### src/rtl/uart_cmd_host.sv
// -----------------------------------------------------------------------------
// uart_cmd_host
//
// Host-side command initiator for the UART RAM-loader protocol.
// Takes one command at a time from a local controller, serialises the opcode
// and its payload into a uart_tx byte port, and for read commands collects
// the response bytes arriving on a uart_rx byte port.
//
// Opcodes: CPU_RST 0x2a, CPU_RUN 0x2b, CONF_WR 0x2c, CONF_RD 0x2d,
//          DATA_WR 0x2e, DATA_RD 0x2f. Anything else is rejected with err_o.
//
// Ports
//   clk_i, rst_n_i          clock, asynchronous active-low reset
//   cmd_i/cmd_vld_i/cmd_rdy_o
//                           command handshake; conf_w0_i, conf_w1_i,
//                           wr_len_i and rsp_len_i are sampled at accept
//   wr_data_i/_vld_i/_rdy_o DATA_WR payload byte stream
//   uart_tx_data_o/_vld_o/_rdy_i
//                           registered byte stream towards uart_tx
//   uart_rx_data_i/_vld_i/_rdy_o
//                           byte stream from uart_rx (never stalled)
//   rsp_data_o/rsp_data_vld_o  response bytes, one-cycle pulse each
//   done_o                  one-cycle pulse at command completion
//   timeout_o               pulse with done_o when the response stalled
//   err_o                   pulse with done_o on an unknown opcode
//
// XLEN must be at least 32: the two configuration words are sent as
// four bytes each.
// -----------------------------------------------------------------------------
module uart_cmd_host #(
  parameter int XLEN        = 32,
  parameter int TIMEOUT_CYC = 2000000
) (
  input  logic            clk_i,
  input  logic            rst_n_i,
  input  logic [7:0]      cmd_i,
  input  logic            cmd_vld_i,
  output logic            cmd_rdy_o,
  input  logic [XLEN-1:0] conf_w0_i,
  input  logic [XLEN-1:0] conf_w1_i,
  input  logic [XLEN-1:0] wr_len_i,
  input  logic [XLEN-1:0] rsp_len_i,
  input  logic [7:0]      wr_data_i,
  input  logic            wr_data_vld_i,
  output logic            wr_data_rdy_o,
  output logic [7:0]      uart_tx_data_o,
  output logic            uart_tx_data_vld_o,
  input  logic            uart_tx_data_rdy_i,
  input  logic [7:0]      uart_rx_data_i,
  input  logic            uart_rx_data_vld_i,
  output logic            uart_rx_data_rdy_o,
  output logic [7:0]      rsp_data_o,
  output logic            rsp_data_vld_o,
  output logic            done_o,
  output logic            timeout_o,
  output logic            err_o
);

  localparam logic [7:0] OP_CPU_RST = 8'h2a;
  localparam logic [7:0] OP_CPU_RUN = 8'h2b;
  localparam logic [7:0] OP_CONF_WR = 8'h2c;
  localparam logic [7:0] OP_CONF_RD = 8'h2d;
  localparam logic [7:0] OP_DATA_WR = 8'h2e;
  localparam logic [7:0] OP_DATA_RD = 8'h2f;

  // Idle-counter terminal value; the counter sits at 0 on the first idle
  // cycle after a byte, so TIMEOUT_CYC idle cycles elapse before expiry.
  localparam logic [XLEN-1:0] IDLE_MAX = XLEN'(TIMEOUT_CYC - 1);

  typedef enum logic [2:0] {
    S_IDLE,
    S_OPC,
    S_CONF,
    S_DATA,
    S_RECV,
    S_DONE
  } state_t;

  state_t          r_state;
  state_t          w_state_nxt;

  // Command context latched at accept
  logic [7:0]      r_opc;
  logic [63:0]     r_conf;
  logic [XLEN-1:0] r_rem;
  logic [2:0]      r_idx;
  logic [XLEN-1:0] r_idle;

  // Output registers
  logic [7:0]      r_tx_data;
  logic            r_tx_vld;
  logic            r_cmd_rdy;
  logic            r_rx_rdy;
  logic [7:0]      r_rsp_data;
  logic            r_rsp_vld;
  logic            r_done;
  logic            r_timeout;
  logic            r_err;

  // Decoded events
  logic            w_accept;
  logic            w_opc_ok;
  logic            w_tx_xfer;
  logic            w_rx_take;
  logic            w_rem_last;
  logic            w_idle_exp;

  // Output-process results
  logic            w_tx_load;
  logic [7:0]      w_tx_byte;
  logic            w_wr_rdy;
  logic            w_timeout;

  // r_cmd_rdy is only ever set while the FSM is (about to be) idle
  assign w_accept   = (r_state == S_IDLE) & r_cmd_rdy & cmd_vld_i;
  assign w_opc_ok   = (cmd_i >= OP_CPU_RST) && (cmd_i <= OP_DATA_RD);
  assign w_tx_xfer  = r_tx_vld & uart_tx_data_rdy_i;
  // rx bytes are only consumed into the response stream while in RECV;
  // everywhere else they are accepted and dropped.
  assign w_rx_take  = (r_state == S_RECV) & uart_rx_data_vld_i;
  assign w_rem_last = (r_rem == XLEN'(1));
  assign w_idle_exp = (r_idle == IDLE_MAX);

  // ---------------------------------------------------------------------------
  // FSM: state register
  // ---------------------------------------------------------------------------
  always_ff @(posedge clk_i or negedge rst_n_i) begin
    if (!rst_n_i) r_state <= S_IDLE;
    else          r_state <= w_state_nxt;
  end

  // ---------------------------------------------------------------------------
  // FSM: next state
  // ---------------------------------------------------------------------------
  always_comb begin
    w_state_nxt = r_state;
    unique case (r_state)
      S_IDLE: begin
        if (w_accept && w_opc_ok) w_state_nxt = S_OPC;
      end
      S_OPC: begin
        if (w_tx_xfer) begin
          unique case (r_opc)
            OP_CONF_WR: w_state_nxt = S_CONF;
            OP_DATA_WR: w_state_nxt = (r_rem != '0) ? S_DATA : S_DONE;
            OP_CONF_RD,
            OP_DATA_RD: w_state_nxt = (r_rem != '0) ? S_RECV : S_DONE;
            default:    w_state_nxt = S_DONE;
          endcase
        end
      end
      S_CONF: begin
        if (w_tx_xfer && (r_idx == 3'd7)) w_state_nxt = S_DONE;
      end
      S_DATA: begin
        if (w_tx_xfer && w_rem_last) w_state_nxt = S_DONE;
      end
      S_RECV: begin
        // Either the last byte or the idle expiry ends the response
        if ((w_rx_take && w_rem_last) || w_idle_exp) w_state_nxt = S_DONE;
      end
      S_DONE:  w_state_nxt = S_IDLE;
      default: w_state_nxt = S_IDLE;
    endcase
  end

  // ---------------------------------------------------------------------------
  // FSM: outputs (next values for the tx holding register and flags)
  // ---------------------------------------------------------------------------
  always_comb begin
    w_tx_load = 1'b0;
    w_tx_byte = r_tx_data;
    w_wr_rdy  = 1'b0;
    w_timeout = 1'b0;
    unique case (r_state)
      S_IDLE: begin
        if (w_accept && w_opc_ok) begin
          w_tx_load = 1'b1;
          w_tx_byte = cmd_i;
        end
      end
      S_CONF: begin
        // Reload only once the previous byte left: gives the one-cycle
        // bubble between bytes.
        if (!r_tx_vld) begin
          w_tx_load = 1'b1;
          w_tx_byte = r_conf[{r_idx, 3'b000} +: 8];
        end
      end
      S_DATA: begin
        w_wr_rdy = ~r_tx_vld;
        if (wr_data_vld_i && !r_tx_vld) begin
          w_tx_load = 1'b1;
          w_tx_byte = wr_data_i;
        end
      end
      S_RECV: begin
        // A last byte landing on the expiry cycle completes normally
        w_timeout = w_idle_exp & ~(w_rx_take & w_rem_last);
      end
      default: ;
    endcase
  end

  // ---------------------------------------------------------------------------
  // Datapath and registered outputs
  // ---------------------------------------------------------------------------
  always_ff @(posedge clk_i or negedge rst_n_i) begin
    if (!rst_n_i) begin
      r_opc      <= '0;
      r_conf     <= '0;
      r_rem      <= '0;
      r_idx      <= '0;
      r_idle     <= '0;
      r_tx_data  <= '0;
      r_tx_vld   <= 1'b0;
      r_cmd_rdy  <= 1'b0;
      r_rx_rdy   <= 1'b0;
      r_rsp_data <= '0;
      r_rsp_vld  <= 1'b0;
      r_done     <= 1'b0;
      r_timeout  <= 1'b0;
      r_err      <= 1'b0;
    end else begin
      r_rx_rdy  <= 1'b1;
      r_cmd_rdy <= (w_state_nxt == S_IDLE);

      if (w_accept) begin
        r_opc  <= cmd_i;
        r_conf <= {conf_w1_i[31:0], conf_w0_i[31:0]};
        r_rem  <= (cmd_i == OP_DATA_WR) ? wr_len_i : rsp_len_i;
        r_idx  <= '0;
      end else begin
        if ((r_state == S_CONF) && w_tx_xfer) r_idx <= r_idx + 3'd1;
        // Only decremented while at least one byte remains, so never wraps
        if (((r_state == S_DATA) && w_tx_xfer) || w_rx_take)
          r_rem <= r_rem - XLEN'(1);
      end

      // Idle counter runs only inside RECV and restarts on every byte
      if ((r_state != S_RECV) || w_rx_take) r_idle <= '0;
      else                                   r_idle <= r_idle + XLEN'(1);

      if (w_tx_load) begin
        r_tx_data <= w_tx_byte;
        r_tx_vld  <= 1'b1;
      end else if (w_tx_xfer) begin
        r_tx_vld  <= 1'b0;
      end

      r_rsp_vld <= w_rx_take;
      if (w_rx_take) r_rsp_data <= uart_rx_data_i;

      r_done    <= (w_state_nxt == S_DONE) | (w_accept & ~w_opc_ok);
      r_err     <= w_accept & ~w_opc_ok;
      r_timeout <= w_timeout;
    end
  end

  assign cmd_rdy_o          = r_cmd_rdy;
  assign wr_data_rdy_o      = w_wr_rdy;
  assign uart_tx_data_o     = r_tx_data;
  assign uart_tx_data_vld_o = r_tx_vld;
  assign uart_rx_data_rdy_o = r_rx_rdy;
  assign rsp_data_o         = r_rsp_data;
  assign rsp_data_vld_o     = r_rsp_vld;
  assign done_o             = r_done;
  assign timeout_o          = r_timeout;
  assign err_o              = r_err;

endmodule

### config.mk
export PLATFORM = sky130hd
export DESIGN_NAME = uart_cmd_host
export DESIGN_NICKNAME = d
export VERILOG_FILES = /design/src/rtl/uart_cmd_host.sv
export SDC_FILE = /design/constraint.sdc
export NUM_CORES = 1
export LEC_CHECK = 0
export BUFFER_PORTS_ARGS = -buffer_cell sky130_fd_sc_hd__buf_2
export CAP_MARGIN = 20
export CORE_MARGIN = 2
export CORE_UTILIZATION = 43
export CTS_BUF_LIST = sky130_fd_sc_hd__clkbuf_4 sky130_fd_sc_hd__clkbuf_8
export DETAILED_ROUTE_END_ITERATION = 12
export PLACE_DENSITY = 0.66
export SYNTH_ARGS = -nofsm -noshare
export SYNTH_HDL_FRONTEND = slang
export SYNTH_SLANG_ARGS = --single-unit
export TNS_END_PERCENT = 5
### constraint.sdc
create_clock -name clk_i -period 4 [get_ports clk_i]
set_clock_uncertainty 0.1 [all_clocks]
set_input_delay 0.6 -clock clk_i [delete_from_list [all_inputs] [get_ports clk_i]]
set_output_delay 0.6 -clock clk_i [all_outputs]
set_load 0.02 [all_outputs]
# After elaboration in Yosys (flattened, before gate mapping)
# Index checks and enable logic that the tools add are counted.
dict set report totals {
  input_bits 158
  reg_bits 165
  out_inout_bits 24
  elab_cells 97
}
dict set report op_classes {
  n_lt_le_gt_ge 2
  bitwise 11
  addsub 3
  muxes 27
  n_shift 1
  eq_ne 17
  n_reduce_logical 21
}
# operator count
set op_table {}
lappend op_table {{32-bit two-way mux} 4}
lappend op_table {{64-bit by 7-bit indexed part select with 8-bit output} 1}
lappend op_table {{8-bit by 6-bit equality test with 1-bit output, second input constant} 5}
lappend op_table {{32-bit by 1-bit adder with 32-bit output, second input constant} 1}
lappend op_table {{32-bit by 1-bit equality test with 1-bit output, second input constant} 1}
lappend op_table {{32-bit by 21-bit equality test with 1-bit output, second input constant} 1}
lappend op_table {{32-bit nonzero test} 1}
lappend op_table {{32-bit by 1-bit subtractor with 32-bit output, second input constant} 1}
lappend op_table {{3-bit two-way mux} 8}
lappend op_table {{8-bit two-way mux} 3}
lappend op_table {{8-bit case mux with 3 select lines} 1}
lappend op_table {{3-bit case mux with 5 select lines} 1}
lappend op_table {{3-bit equality test, second input constant} 3}
lappend op_table {{3-bit case mux with 3 select lines} 1}
lappend op_table {{8-bit by 6-bit >= comparator with 1-bit output, second input constant} 1}
lappend op_table {{8-bit by 6-bit <= comparator with 1-bit output, second input constant} 1}
lappend op_table {{1-bit logical AND} 8}
lappend op_table {{1-bit two-way mux} 8}
lappend op_table {{1-bit bitwise AND} 7}
lappend op_table {{3-bit by 2-bit equality test with 1-bit output, second input constant} 2}
lappend op_table {{3-bit zero test} 2}
lappend op_table {{2-bit nonzero test} 3}
lappend op_table {{5-bit AND reduction} 1}
lappend op_table {{2-bit != test, second input constant} 2}
lappend op_table {{11 further kinds} 15}

# Logic depth before layout (Yosys ltp)
dict set report logic_depth {
  ltp_word 8
  depth_mapped 8
  ltp_nobuf 7
}

# Worst setup path before layout
# Ideal clock, no wire load.
dict set report synth_timing {
  kind {reg-to-reg}
  from {register r_rem[18]}
  to {register r_cmd_rdy (netlist: cmd_rdy_o)}
  setup_time_ns 0.125
  synth_period_minus_slack_ns 2.397
  t_arrival_ns 2.172
  path_buffers 0
  required_time_ns 3.775
  path_slack_ns 1.603
  stages_incl_launch_ff 7
  path_cell_list {dfrtp_1 or4_4 or4_4 nor4b_4 a221oi_1 a21oi_1 nor3_2}
}
dict set report synth_via {
  elab_chain_len 6
  word_cells_on_any_way 13
  cone_classes {1 x eq/ne; 7 x mux; 5 x reduce/logical}
}
# item line
set synth_rtl {}
lappend synth_rtl {{start, declared} 85} ;# logic [XLEN-1:0] r_rem;
lappend synth_rtl {{start signal, assigned} 231} ;# r_rem <= (cmd_i == OP_DATA_WR) ? wr_len_i : rsp_len_i;
lappend synth_rtl {{start signal, assigned} 237} ;# r_rem <= r_rem - XLEN'(1);
lappend synth_rtl {{32-bit nonzero test or 32-bit by 1-bit equality test with 1-bit output (tied branches)} {145, 121}}
lappend synth_rtl {{3-bit two-way mux or 1-bit logical AND (tied branches)} {145, 160}}
lappend synth_rtl {{3-bit case mux with 3 select lines or 1-bit logical OR (tied branches)} {143, 160}}
lappend synth_rtl {{3-bit two-way mux, on equally long branches} {142, 160}}
lappend synth_rtl {{3-bit case mux with 5 select lines *} 137} ;# unique case (r_state)
lappend synth_rtl {{named net w_state_nxt[2]} 80} ;# state_t w_state_nxt;
lappend synth_rtl {{3-bit zero test *} 226} ;# r_cmd_rdy <= (w_state_nxt == S_IDLE);
lappend synth_rtl {{end signal, assigned} 226}
lappend synth_rtl {{end, declared} 92} ;# logic r_cmd_rdy;
# Mark *: on every way through the listed nets, which the timed path passes. The rest lies on a longest branch.
# A chain may end at the register's enable or synchronous reset.

# Worst setup path in the final report
dict set report layout_timing {
  from {register r_state[0]}
  to {output port wr_data_rdy_o}
}
dict set report layout_via {
  elab_chain_len 2
}
# item line
set layout_rtl {}
lappend layout_rtl {{start, declared} 79} ;# state_t r_state;
lappend layout_rtl {{start signal, assigned} 129} ;# else r_state <= w_state_nxt;
lappend layout_rtl {{3-bit by 2-bit equality test with 1-bit output} 175} ;# unique case (r_state)
lappend layout_rtl {{1-bit two-way mux} 175}
lappend layout_rtl {{end, declared} 45} ;# output logic wr_data_rdy_o,
# Every way passes these cells.

==> impl_results.md <==
* Final WL at 20000 µm
* Area of the multi-input gates at 3930 µm²
* EDFF count, synth at 0
* H-tree depth at 4
* Max VDD drop at 262 µV
* Max Slew Vio Count at 0
* Register area share after synthesis at 49.9%
* Antenna diodes at 0
* Clk slew on worst S/H paths at 0.08 ns
* Dpl hpwl at 14500 µm
* Vias post-DR at ~6700
* Vias in the first global route at 6547
* Register area at 4130 µm²
* Layout net count at between 1000 and 1500
* Most common cell in the netlist: nand2_1
* Ports at 182
* Initial Util at a little over two fifths
* RSZ-0062 raised after global routing: no
* Post-synth net total at 1037
* Port-buffer cells at 181
* Global-route wire length before repair at 32700 µm
* Die width at 143 µm
* Status: completed
* Worst path required time at 3.30 ns
* Arrival time worst endpoint at 2.13 ns
* CP Launch Type: register
* Slew @ Worst Pin at 0.820 ns
* Hold Fails Final Rpt at 0
* Num CTS Buffers at 17
* Syn Std Cell Area at between 8000 and 9000 µm²
* Share of layout cells above drive strength 1 at between 20% and 30%
* Synth cell types at 56
* Synth area leaders: dfrtp_1 (50%), nand2_1 (11%), mux4_2 (4.4%), xor2_1 (3.9%), nor2_1 (2.5%)
* Total global routing overflow at 0
* Leading area contributor after synthesis: dfrtp_1
* Leak at ~4.6 nW
* GP Congestion at 0.826
* Row count at 50
* DR iter-0 viols at 434
* Core area at 18800 µm²
* Min cycle time layout at 2.83 ns
* Max-Cap Viols at 0
* WL per Instance at 15.3 µm
* Final setup violation count at 0
* CTS root buf: clkbuf_8
* Worst R2R Path Depth at 6
* Final ANT Viol Nets at 0
* Total GRT Usage at 20.6%
* CTS tree: done
* Sink Count at 165
* Setup TNS at 0 ns
* Post-Syn Area per Cell at roughly 9.5 µm²
* Crit path kind: register to output pin
* Commonest cells post-synth: nand2_1 (250), dfrtp_1 (165), nor2_1 (55)
* Rel. slew slack at 45.3%
* Vias/cell at 5.09
* Crit-path max FO at 18
* Post-route DRC at 0
* Ys flop type: dfrtp_1
* Peak Freq at 353 MHz
* Seq cells post-synth at between 150 and 200
* Synthesis warning total at 0
* Power per Cell Area at roughly 610 nW/µm²
* Clock Latency Late Sink at 0.45 ns
* 1st-pass router iterations at 4
* Syn-to-layout area delta at 19.4%
* Die Y at 143 µm
* Synth top area share at 49.9%
* Setup crit end kind: output pin
* PostCTS Resize Cnt at 0
* Hold Worst Slack at 0.101 ns
* Clock Path Buffers at 2
* Cts hold-fix bufs at 0
* Initial antenna violation count at 0
* Hold Crit Class: input port to async pin
* Synth Instances at ~870
* # fillers at 1763
* FFs w/ async S/R, synth at 100%
* Pin count of the biggest net entering global routing at between 80 and 90
* DIE AREA at 20400 µm²
* Final worst-path cycle share at 70.7%
* Setup Buffers After CTS at 0
## cell type report
| class | count | share of cell area (%) |
|---|---|---|
| timing repair buffer | 194 | 10.6 |
| sequential | 165 | 41.8 |
| clock buffer | 20 | 2.78 |
| clock inverter | 12 | 1.43 |
| tap | 260 | 3.29 |
| multi-input combinational | 653 | 39.8 |
| inverter | 8 | 0.304 |
## flip-flops by register name, indices dropped and copies added, names as in the netlist, 3 cells and up
| register | cells |
|---|---|
| uart_tx_data_o | 8 |
| rsp_data_o | 8 |
| r_idx | 3 |
| r_idle | 32 |
| r_conf | 64 |
| r_state | 3 |
| r_opc | 8 |
| r_rem | 32 |
## layer usage
| metal | track usage, % | vias to the layer above | part of all wire, % |
|---|---|---|---|
| met3 | 4.12 | 21 | 3.7 |
| met1 | 27.5 | 3180 | 45 |
| met5 | 0 | - | 0 |
| met2 | 34.1 | 148 | 50 |
| li1 | - | 3325 | - |
| met4 | 6.25 | 0 | 1.8 |
## cells in the final DEF, fill, tap and decap left out, types with 6 or more instances in the layout
cell type    n
a211oi_1    26
a21oi_1     36
and3_1       8
buf_2      180
buf_4       10
clkbuf_8    20
dfrtp_1    165
ha_1         6
inv_1        8
mux2_2       9
mux2i_1     15
mux4_2      16
nand2_1    250
nand3_1     20
nand4_1     14
nor2_1      55
nor2b_1     27
nor3_1      17
nor4_1      14
o21ai_0     13
xnor2_1     19
xor2_1      37
## critical path, stage by stage (launching register included)
cell	delay (ns)
dfrtp_1	0.69
inv_1	0.35
nor3_1	0.41
buf_2	0.24
## worst paths after layout
kind | from | end | slack, ns
worst min register to register | r_conf[50] | r_conf[50] | 0.38
max in group asynchronous | rst_n_i | r_conf[29] | 2.79
worst max register to register | r_rem[18] | cmd_rdy_o | 1.28
min in group clk_i | conf_w1_i[29] | r_conf[61] | 0.23
worst max-delay path | r_state[0] | wr_data_rdy_o | 1.17
worst min-delay path | rst_n_i | r_idle[2] | 0.10
## metrics by stage
step / utilization [%] / cell area (µm²) / total power, mW / instances / setup WS, ns
floorplan: - / 8280 / 4.15 / 873 / 1.60
finish: 52.5 / 9880 / 6.02 / 1312 / 1.17
CTS: 52.4 / 9870 / 6.08 / 1311 / 1.12
global route: 52.5 / 9880 / 6.50 / 1312 / 1.04
detailed placement: 50.2 / 9450 / 4.81 / 1279 / 1.13
global placement: 50.1 / 9430 / 4.74 / 1278 / 1.22
## kinds of logic after synthesis
family / count (synthesis) / synth area share (%)
muxes: 40 / 7.39
other: 1 / 0.0453
DFF: 165 / 49.9
buffers and inverters: 55 / 2.80
adders and majority gates: 6 / 0.907
AOI/OAI and AO/OA: 101 / 7.83
and+or+nand+nor: 449 / 25.2
xor gates and xnor gates: 56 / 5.92
## report_power, final
group	internal, mW	leakage (nW)	total [mW]	switching [mW]
logic	0.862	2.32	2.04	1.18
clock network	0.615	0.207	1.25	0.633
registers	2.29	2.06	2.73	0.441
total	3.77	4.58	6.02	2.25
Power figures use the tool's default switching activity.
